### src/rtl/pwm_sample_decoder_pkg.sv
// pwm_dec_pkg: shared types and defaults for the PWM sample decoder.
//   pwm_dec_state_t    : decoder FSM states (IDLE, MEASURE)
//   PWM_DEC_PERIOD_DEF : default PWM frame length in clk cycles
//   PWM_DEC_WIDTH_DEF  : default recovered sample width in bits
//   maj3()             : 3-input majority, used by the optional glitch filter
package pwm_dec_pkg;

    typedef enum logic {
        IDLE    = 1'b0,
        MEASURE = 1'b1
    } pwm_dec_state_t;

    localparam int unsigned PWM_DEC_PERIOD_DEF = 256;
    localparam int unsigned PWM_DEC_WIDTH_DEF  = 8;

    function automatic logic maj3(input logic a, input logic b, input logic c);
        return (a & b) | (a & c) | (b & c);
    endfunction

endpackage

### src/rtl/pwm_sample_decoder_sync_2ff.sv
// sync_2ff: generic two-flop synchronizer for asynchronous level inputs
// (PWM loopback, pushbuttons). Both stages clear on reset.
//   clk  : destination clock
//   nrst : asynchronous active-low reset
//   d    : asynchronous input, WIDTH bits (each bit synchronized independently)
//   q    : synchronized output, two clk cycles behind d
module sync_2ff #(
    parameter int unsigned WIDTH = 1
) (
    input  logic             clk,
    input  logic             nrst,
    input  logic [WIDTH-1:0] d,
    output logic [WIDTH-1:0] q
);

    logic [WIDTH-1:0] meta;

    always_ff @(posedge clk or negedge nrst) begin
        if (!nrst) begin
            meta <= '0;
            q    <= '0;
        end else begin
            meta <= d;
            q    <= meta;
        end
    end

endmodule

### src/rtl/pwm_sample_decoder.sv
// pwm_sample_decoder: recovers sample values from a looped-back PWM waveform.
// Each synchronized rising edge closes the running frame; a frame of exactly
// PERIOD cycles yields its high time as the sample, any other length yields a
// period_err pulse. A constant level for 2*PERIOD cycles yields full-scale or
// zero. All outputs are registered.
//
// Parameters:
//   PERIOD : nominal frame length in clk cycles (>= 4)
//   WIDTH  : sample width in bits
// Ports:
//   clk          : system clock
//   nrst         : asynchronous active-low reset
//   en           : decoder enable, low forces IDLE and clears the counters
//   pwm_in       : PWM input, asynchronous to clk
//   sample       : last recovered sample, held between updates
//   sample_valid : one-cycle pulse when sample updates
//   period_err   : one-cycle pulse when a frame length other than PERIOD is seen
//
// Build option: define PWM_DEC_GLITCH_FILTER_EN to insert a 3-tap majority
// filter after the synchronizer (rejects single-cycle glitches, adds 2 cycles
// of latency).
module pwm_sample_decoder
    import pwm_dec_pkg::*;
#(
    parameter int unsigned PERIOD = PWM_DEC_PERIOD_DEF,
    parameter int unsigned WIDTH  = PWM_DEC_WIDTH_DEF
) (
    input  logic             clk,
    input  logic             nrst,
    input  logic             en,
    input  logic             pwm_in,
    output logic [WIDTH-1:0] sample,
    output logic             sample_valid,
    output logic             period_err
);

    localparam int unsigned CW = $clog2(2 * PERIOD) + 1;

    localparam logic [CW-1:0]    CNT_ONE     = CW'(1);
    localparam logic [CW-1:0]    CNT_PERIOD  = CW'(PERIOD);
    localparam logic [CW-1:0]    CNT_TIMEOUT = CW'(2 * PERIOD);
    localparam logic [WIDTH-1:0] SAMPLE_MAX  = '1;

    pwm_dec_state_t state;
    pwm_dec_state_t state_next;

    logic             pwm_sync;
    logic             pwm_s;
    logic             pwm_d;
    logic             rise;
    logic [CW-1:0]    cnt;
    logic [CW-1:0]    cnt_next;
    logic [CW-1:0]    hcnt;
    logic [CW-1:0]    hcnt_next;
    logic [WIDTH-1:0] sample_next;
    logic             valid_next;
    logic             err_next;

    function automatic logic [CW-1:0] sat_inc(input logic [CW-1:0] v);
        return (v == '1) ? v : v + CNT_ONE;
    endfunction

    function automatic logic [WIDTH-1:0] clamp_sample(input logic [CW-1:0] v);
        if (32'(v) > 32'(SAMPLE_MAX)) begin
            return SAMPLE_MAX;
        end
        return WIDTH'(v);
    endfunction

    sync_2ff #(
        .WIDTH(1)
    ) u_sync (
        .clk  (clk),
        .nrst (nrst),
        .d    (pwm_in),
        .q    (pwm_sync)
    );

`ifdef PWM_DEC_GLITCH_FILTER_EN
    // Two history taps plus the live synchronized bit form the 3-sample
    // majority window; the filtered level is registered.
    logic [1:0] taps;

    always_ff @(posedge clk or negedge nrst) begin
        if (!nrst) begin
            taps  <= '0;
            pwm_s <= 1'b0;
        end else begin
            taps  <= {taps[0], pwm_sync};
            pwm_s <= maj3(pwm_sync, taps[0], taps[1]);
        end
    end
`else
    always_comb begin
        pwm_s = pwm_sync;
    end
`endif

    assign rise = pwm_s & ~pwm_d;

    // State register
    always_ff @(posedge clk or negedge nrst) begin
        if (!nrst) begin
            state <= IDLE;
        end else begin
            state <= state_next;
        end
    end

    // Next-state logic
    always_comb begin
        state_next = state;
        if (!en) begin
            state_next = IDLE;
        end else begin
            case (state)
                IDLE:    state_next = rise ? MEASURE : IDLE;
                MEASURE: state_next = MEASURE;
                default: state_next = IDLE;
            endcase
        end
    end

    // Output / datapath logic. cnt counts cycles since the frame anchor and
    // hcnt counts high cycles since the anchor, the anchor cycle included;
    // the anchor is either a rise or a timeout.
    always_comb begin
        cnt_next    = cnt;
        hcnt_next   = hcnt;
        sample_next = sample;
        valid_next  = 1'b0;
        err_next    = 1'b0;
        if (!en) begin
            cnt_next  = '0;
            hcnt_next = '0;
        end else begin
            case (state)
                IDLE: begin
                    if (rise) begin
                        cnt_next  = CNT_ONE;
                        hcnt_next = CNT_ONE;
                    end
                end
                MEASURE: begin
                    if (rise) begin
                        if (cnt == CNT_PERIOD) begin
                            sample_next = clamp_sample(hcnt);
                            valid_next  = 1'b1;
                        end else begin
                            err_next = 1'b1;
                        end
                        cnt_next  = CNT_ONE;
                        hcnt_next = CNT_ONE;
                    end else if (cnt >= CNT_TIMEOUT) begin
                        sample_next = pwm_s ? SAMPLE_MAX : '0;
                        valid_next  = 1'b1;
                        cnt_next    = CNT_ONE;
                        hcnt_next   = CW'(pwm_s);
                    end else begin
                        cnt_next = sat_inc(cnt);
                        if (pwm_s) begin
                            hcnt_next = sat_inc(hcnt);
                        end
                    end
                end
                default: ;
            endcase
        end
    end

    always_ff @(posedge clk or negedge nrst) begin
        if (!nrst) begin
            pwm_d        <= 1'b0;
            cnt          <= '0;
            hcnt         <= '0;
            sample       <= '0;
            sample_valid <= 1'b0;
            period_err   <= 1'b0;
        end else begin
            pwm_d        <= pwm_s;
            cnt          <= cnt_next;
            hcnt         <= hcnt_next;
            sample       <= sample_next;
            sample_valid <= valid_next;
            period_err   <= err_next;
        end
    end

endmodule

### config.mk
export PLATFORM = sky130hd
export DESIGN_NAME = pwm_sample_decoder
export DESIGN_NICKNAME = d
export VERILOG_FILES = /design/src/rtl/pwm_sample_decoder_pkg.sv /design/src/rtl/pwm_sample_decoder_sync_2ff.sv /design/src/rtl/pwm_sample_decoder.sv
export SDC_FILE = /design/constraint.sdc
export NUM_CORES = 1
export LEC_CHECK = 0
export ABC_AREA = 1
export CORE_MARGIN = 4
export CORE_UTILIZATION = 45
export DETAILED_ROUTE_END_ITERATION = 10
export MAX_ROUTING_LAYER = met4
export PLACE_DENSITY_LB_ADDON = 0.05
export SYNTH_ARGS = -nofsm -noshare
export SYNTH_HDL_FRONTEND = slang
export SYNTH_SLANG_ARGS = --single-unit
### constraint.sdc
create_clock -name clk -period 1.5 [get_ports clk]
set_input_delay 0.375 -clock clk [delete_from_list [all_inputs] [get_ports clk]]
set_output_delay 0.375 -clock clk [all_outputs]
set_load 0.02 [all_outputs]
# Word level (Yosys, flattened, before mapping)
# Index checks and enable logic that the tools add are counted.
[word_totals]
register_bits = 34
in_bits = 4
out_inout_bits = 10
wordCells = 63
[classes]
add_sub_neg = 2
magnitude_cmp = 2
n_eq_ne = 8
n_mux = 35
n_bitwise = 3
reduce_logical = 4
[ops]
columns = ["op", "n"]
rows = [
  ["$mux W10", 10],
  ["$mux W8", 6],
  ["$pmux W10 S2", 2],
  ["$add A10 B1 Y10 const B", 2],
  ["$eq A10 B10 Y1 const B", 2],
  ["$mux W1", 16],
  ["$eq A10 B9 Y1 const B", 1],
  ["$ge A10 B10 Y1 const B", 1],
  ["$gt A10 B8 Y1 const B", 1],
  ["$ne A5 B5 Y1 const B", 2],
  ["$ne A5 B2 Y1 const B", 1],
  ["$reduce_and A4 Y1", 1],
  ["$ne A3 B3 Y1 const B", 1],
  ["$reduce_and A3 Y1", 1],
  ["$ne A2 B1 Y1 const B", 1],
  ["$not A1 Y1", 2],
  ["$pmux W1 S2", 1],
  ["$reduce_and A2 Y1", 1],
  ["$reduce_bool A2 Y1", 1],
  ["$and A1 B1 Y1", 1],
]

# Logic depth before layout (Yosys ltp)
# Gate-level depths: netlist of run 1.
[depth]
word_depth = 9
mapped_depth = 10

# Modules after synthesis
# Synthesis of run 1 repeated with hierarchy kept, for this count alone.
[unflattened]
hier_cells = 226
area_unflattened_um2 = 1803.0
[modules_own_cells]
columns = ["module", "n_inst", "cells_per_inst", "area_per_inst_um2"]
rows = [
  ["pwm_sample_decoder", 1, 224, 1752.9],
  ["sync_2ff", 1, 2, 50.0],
]

# Least setup slack after synthesis of run 1
# Ideal clock, no wire load.
[synth_timing]
kind = "flip-flop to flip-flop"
from = "reg cnt[0]"
to = "reg sample[1]"
arrival_ns = 1.307
required_time_ns = 1.374
setup_slack_ns = 0.067
path_stages_with_launch = 11
period_less_slack_ns = 1.433
cell_sequence = "dfrtp_1 > inv_1 > ha_1 > nand2_1 > nor3_1 > nand3_1 > nand2_1 > nand2_1 > buf_6 > nand2_1 > o21ai_0"
[synth_via]
elab_chain_cells = 3
word_cells_on_any_way = 5
[synth_lines]
columns = ["element", "line", "text"]
rows = [
  ["start: declaration", "pwm_sample_decoder.sv:51", "logic [CW-1:0] cnt;"],
  ["start signal: assignment", "pwm_sample_decoder.sv:181", "cnt <= cnt_next;"],
  ["$ge A10 B10 Y1 or $eq A10 B9 Y1 (tied branches)", "pwm_sample_decoder.sv:154, pwm_sample_decoder.sv:146", ""],
  ["$reduce_bool A2 Y1 (no line) or $ne A2 B1 Y1 (tied branches)", "-", ""],
  ["$reduce_and A4 Y1 (no line) (*)", "-", ""],
  ["end signal: assignment", "pwm_sample_decoder.sv:183", "sample <= sample_next;"],
  ["end: declaration", "pwm_sample_decoder.sv:32", "output logic [WIDTH-1:0] sample,"],
]
# Mark *: on every way between the ends. The rest lies on a longest branch, timed or not.
# A chain may end at the register's enable or synchronous reset.

# Worst setup path in the final report of run 1
[layout_timing]
from = "reg cnt[0]"
to = "reg sample[0]"
# Same word-level chain as after synthesis.

==> run summary, run 1 <==
status: finished, final reports clean
Synth Net Count: 230
dpl hpwl: 2830 um
number of global-route vias before repair: 1430
CTS tree: built
multiplexer share of the synthesized area: 0%
vias: 1558
Hold WS: 0.351 ns
Synth Area in Compound Gates: 9.19%
DR iter-0 viols: 83
Mapped Area: 1760 sq um
antenna cells: 0
Synth Area in Simple Gates: 30.6%
first-pass GRT wire length: 6580 um
Mapped Cells: 223
setup TNS: 0 ns
Inserted Clock Buffers: 5
Reg-to-Reg End: sample[0]
largest family of logic cells by synthesized area: simple AND/OR/NAND/NOR gates
predominant post-synthesis flop cell: dfrtp_1
Synth area leader: dfrtp_1
fin cells: 312
Initial DRT Pass Iterations: 4
DR WL/cell: 12.8 um
PwrDens: 846 nW/um^2
Core Area: 3720 sq um
cell count of the worst hold path: 0
Detail Route Antenna Nets: 0
GRT overflow: 0
Max Slew Vio Count: 0
WP data arrival: 1.67 ns
largest net degree at the start of global routing: 35
final setup fails: 0
HP Class: register to register
top-area cell type share of the netlist area: 48.5%
H-tree depth: 2
total die area: 4960 sq um
Hold EP: u_sync.q
Skew-Pair Late Insertion Delay: 0.28 ns
Yosys cell types: 24
initial core utilization: 47.2%
layout cell share with drive strength beyond 1: 26.9%
Rel. slew slack: 69.3%
Mapped Avg Cell Area: 7.87 sq um
initial antenna violation count: 0
Routed WL: 4000 um
post-synthesis xor/xnor area fraction: 0.499%
CTS Root Cell: clkbuf_8
min cycle time layout: 1.50 ns
Worst Tran Pin Value: 0.457 ns
nets@finish: 271
placed instance count: 301
die span in y: 70.5 um
Startpoint Class: register
DP Area: 2090 sq um
Crit Path Class: register to register
filler cell count: 323
drt drc: 0
P_leak: 1.13 nW
Peak VDD IR: 0.665 mV
std cell rows: 22
Boundary Pins: 14
total power: 1.99 mW
Setup crit end kind: register
skew final: 0.00448 ns
Synth area leaders: dfrtp_1 48%, nand2_1 12%, nor2_1 6.0%, inv_1 5.8%, o21ai_0 4.6%
P&R area growth vs syn: 33.9%
Crit Path Max Fanout: 4
die width: 70.5 um
RSZ-0062 raised after global routing: yes
Clock Tree Buf Depth: 2
r2r setup slk: 0.001 ns
fmax: 667 MHz
YS warnings: 0
Post-Synth Adder-Cell Area: 2.14%
Post-Layout Inst Area: 2350 sq um
gr usage total: 17.5%
Async SR Flop Fraction: 100%
Synth Register Bits: 34
number of synthesized flops with an enable pin: 0
GPL Wtd Cong: 0.853
Vias per Instance: 4.99
Required @ worst endpoint: 1.67 ns
post-synthesis sequential area ratio: 48.5%
startpoint of the worst hold path: u_sync.meta
final hold vios: 0
clock sinks: 34
Worst Reg-to-Reg Cells: 10
Final Cycle Share: 99.9%
FF-to-FF Start: cnt[0]
maxcap violations: 0
port bufs: 13
Worst-path clk slew: 0.06 ns
==> sequential cells by signal, summed over array words and instances (netlist names) <==
name and flops:
cnt 10, hcnt 10, sample_valid 1, period_err 1, u_sync.q 1, pwm_d 1, u_sync.meta 1, state 1
sample 8
==> critical path: stages (launching register included) <==
cell	delay, ns
dfrtp_1	0.40
inv_2	0.09
ha_4	0.14
nand2_2	0.05
nor3_2	0.11
nand3_1	0.13
nand2_2	0.12
nand2_4	0.08
clkbuf_16	0.16
nand2_1	0.05
o21ai_1	0.06
==> metal layers <==
metal | part of all wire (%) | GRT usage, % | vias to the layer above
li1 | - | - | 795
met1 | 47 | 22.3 | 732
met2 | 46 | 26.1 | 26
met3 | 4.8 | 4.75 | 5
met4 | 1.7 | 7.45 | 0
met5 | 0 | - | -
==> through the flow <==
stage | worst slack [ns] | utilization (%)
after detailed placement | -0.365 | 56.2
final | 0.00113 | 63.3
after global routing | -0.0802 | 63.3
after global placement | -0.315 | 56.2
after CTS | 0.00304 | 58.2
after floorplan | 0.0670 | -
==> cells in the mapped netlist, types with 3 or more instances <==
| master | n |
|---|---|
| ha_1 | 3 |
| o21bai_1 | 3 |
| inv_1 | 27 |
| nand2_1 | 57 |
| nand3_1 | 15 |
| dfrtp_1 | 34 |
| o21ai_0 | 16 |
| nor3_1 | 6 |
| nor2_1 | 28 |
| nand4_1 | 5 |
| buf_6 | 3 |
| inv_2 | 3 |
| a21oi_1 | 9 |
| nand2_2 | 4 |
==> layout by cell type, fill, tap and decap left out, types with 2 or more instances in the layout <==
cell type and instances:
o21ai_2 2, buf_4 21, clkbuf_1 2, nor2_1 27, a21oi_2 2, ha_4 2
nor3_2 2, clkbuf_16 2, buf_12 2, nand2_4 5, clkbuf_8 5, o21ai_1 6
nand4_1 5, nand3_1 14, clkdlybuf4s50_1 2, inv_2 6, o21bai_1 3, nor3_1 4
dlygate4sd2_1 11, dfrtp_1 30, o21ai_0 8, nand3_2 2, inv_1 23, a21oi_1 7
dfrtp_2 4, nand2_2 9, nand2_1 47
==> cell type report <==
type	instances	area, sq um	area share (%)
Clock buffer	7	76.3	3.25
Inverter	30	115	4.90
Multi-Input combinational cell	154	868	36.9
Sequential cell	34	856	36.4
Tap cell	48	60.1	2.55
Timing Repair Buffer	39	375	16.0
==> worst max-delay path by stage <==
stage	startpoint	endpoint	cells past startpoint
4_1_cts	cnt[0]	sample[7]	10
3_3_place_gp	en	hcnt[9]	7
2_1_floorplan	cnt[0]	sample[1]	10
3_5_place_dp	en	hcnt[9]	7
5_1_grt	cnt[0]	sample[3]	10
6_report	cnt[0]	sample[0]	10
==> cell families (layout without fill, tap and decap cells) <==
| logic type | count (synthesis) | count (layout) |
|---|---|---|
| fa+ha+maj | 3 | 3 |
| xor+xnor | 1 | 1 |
| simple gates | 120 | 120 |
| flops | 34 | 34 |
| compound gates | 30 | 30 |
| buf+inv | 35 | 76 |
==> repair_timing <==
action	4_1_cts	5_1_grt
gates cloned	0	2
hold buffers	0	0
resized for setup	13	45
pin swaps	1	5
endpoints found under the setup margin	27	18
setup buffers	0	2
==> power breakdown <==
part	switching [mW]	leakage, nW	total (mW)	internal [mW]
clock	0.301	0.0383	0.620	0.319
combinational	0.203	0.642	0.363	0.160
sequential	0.0391	0.454	1.01	0.966
Power figures use the tool's default switching activity.
==> inputs of run 2 (changes only) <==
--- a/config.mk
+++ b/config.mk
@@ -9,6 +9,7 @@
 export CORE_MARGIN = 4
 export CORE_UTILIZATION = 45
 export DETAILED_ROUTE_END_ITERATION = 10
+export GPL_TIMING_DRIVEN = 0
 export MAX_ROUTING_LAYER = met4
 export PLACE_DENSITY_LB_ADDON = 0.05
 export SYNTH_ARGS = -nofsm -noshare
==> run summary, run 2 (synthesized netlist as in run 1, its figures left out) <==
violated checks: setup timing
Worst Reg-to-Reg Cells: 10
Clock Tree Buf Depth: 2
final hold vios: 0
clock sinks: 34
dpl hpwl: 2610 um
Crit Path Max Fanout: 5
Crit Path Class: register to register
DR iter-0 viols: 84
layout cell share with drive strength beyond 1: 24.2%
CP max-delay cell: dfrtp_1
Flop pwr share: 46.1%
worst setup margin: -0.00616 ns
Detail Route Antenna Nets: 0
status: finished with violations
CP cell instances: inv_2, ha_4, nand2_2, nor3_2, nand3_1, nand2_2, nand2_4, buf_6, nand2_4, o21ai_2
pre-CTS setup slack: -0.167 ns
Boundary Pins: 14
total die area: 4960 sq um
initial antenna violation count: 0
Post-Layout Inst Area: 2280 sq um
Worst Setup EP: sample[1]
Largest regs: cnt (10), hcnt (10), sample (8)
Hold WS: 0.159 ns
global-route met2 utilization: 24.3%
initial core utilization: 47.2%
std cell rows: 22
DR WL/cell: 12.6 um
Internal: 1.62 mW
FF-to-FF Start: cnt[1]
vias: 1520
GRT overflow: 0
leading cell types in the layout, fill and taps excluded: 53 x nand2_1, 31 x dfrtp_1, 25 x nor2_1
Max Slew Vio Count: 0
cell family with most CP delay: simple AND/OR/NAND/NOR gates
r2r setup slk: -0.006 ns
commonest non-fill, non-tap cell in the layout: nand2_1
final setup fails: 1
share of total power in the clock network: 37.3%
Net Sw Power: 0.549 mW
number of global-route vias before repair: 1379
antenna cells: 0
nets@finish: 262
die span in y: 70.5 um
first-pass GRT wire length: 6240 um
Sw Ratio: 25.3%
P&R area growth vs syn: 30.0%
Rel. slew slack: 49.1%
GR peak layer: met2
Peak VDD IR: 0.608 mV
CTS tree: built
min cycle time layout: 1.51 ns
DP Area: 1930 sq um
skew final: 0.00391 ns
max incr delay on CP: 0.40 ns
maxcap violations: 0
port bufs: 12
hold_buf cts: 0
Worst Tran Pin Value: 0.764 ns
Core Area: 3720 sq um
Final Cycle Share: 100%
worst path buffer plus inverter count: 2
RSZ-0062 raised after global routing: yes
H-tree depth: 2
Inserted Clock Buffers: 5
Worst-path clk slew: 0.07 ns
die width: 70.5 um
Skew-Pair Late Insertion Delay: 0.28 ns
Vias per Instance: 5.00
CP Depth: 10
fmax: 664 MHz
gr usage total: 16.3%
largest net degree at the start of global routing: 35
Startpoint Class: register
drt drc: 0
Reg-to-Reg End: sample[1]
HP Class: primary input to asynchronous set/reset pin
WP data arrival: 1.69 ns
GR Util met3: 4.75%
PwrDens: 949 nW/um^2
power share of the combinational group: 16.6%
Crit. Startpoint: cnt[1]
Initial DRT Pass Iterations: 4
Setup crit end kind: register
Required @ worst endpoint: 1.68 ns
CTS Root Cell: clkbuf_8
P_leak: 1.10 nW
GPL Wtd Cong: 0.884
M1 GR Usage: 20.9%
Routed WL: 3820 um
-- run 2: cell types whose count changed in the layout (fill, tap and decap cells not counted), moves of 2 or more --
cell     previous run  this run
buf_2               0         2
buf_4              21         9
buf_6               1         4
nand2_1            47        53
nand2_2             9         4
nor2_1             27        25
nor2_2              1         3
o21ai_0             8         5
o21ai_2             2         4
-- run 2: power groups by stage --
stage                     sequential, mW  combinational (mW)  clock, mW
after floorplan                     1.05               0.133          0
after global placement              1.01               0.298          0
after detailed placement            1.01               0.300          0
after CTS                          0.995               0.296      0.834
after global routing                1.01               0.397      0.877
final                              0.998               0.359      0.808
-- run 2: worst min-delay path by stage --
stage / startpoint / to / slack [ns] / depth (start not counted)
2_1_floorplan: nrst / cnt[0] / 0.08 / 0
3_3_place_gp: u_sync.meta / u_sync.q / 0.33 / 0
3_5_place_dp: u_sync.meta / u_sync.q / 0.34 / 0
4_1_cts: nrst / cnt[4] / 0.18 / 1
5_1_grt: nrst / cnt[5] / 0.21 / 1
6_report: nrst / sample_valid / 0.16 / 1
-- run 2: per-stage QoR --
step	cells	power [mW]	TNS, ns	util [%]
floorplan	223	1.18	0	-
global placement	283	1.31	-22.81	52.1
detailed placement	283	1.31	-1.57	52.0
CTS	296	2.12	0	56.2
global route	304	2.28	-0.880	61.4
finish	304	2.17	-0.00616	61.4
-- run 2: timing repair --
action | CTS | global route
gates resized for setup | 20 | 39
pin swaps | 3 | 11
endpoints found under the setup margin | 26 | 20
gates cloned | 0 | 3
setup buffers | 5 | 5
hold endpoints to repair | 0 | 0
-- run 2: final cells by class --
type                    instances  area, sq um
clock buffers                   7         76.3
clock inverters                 1         30.0
plain buffers                   5         53.8
fillers                       341         1430
multi-input cells             155          866
repair buffers                 24          226
inverters                      30          115
well taps                      48         60.1
flip-flops and latches         34          855
-- run 2: routing by layer --
metal	up-vias	routed length [um]
li1	778	-
met5	-	0
met3	7	176
met4	0	55
met2	26	1770
met1	709	1820
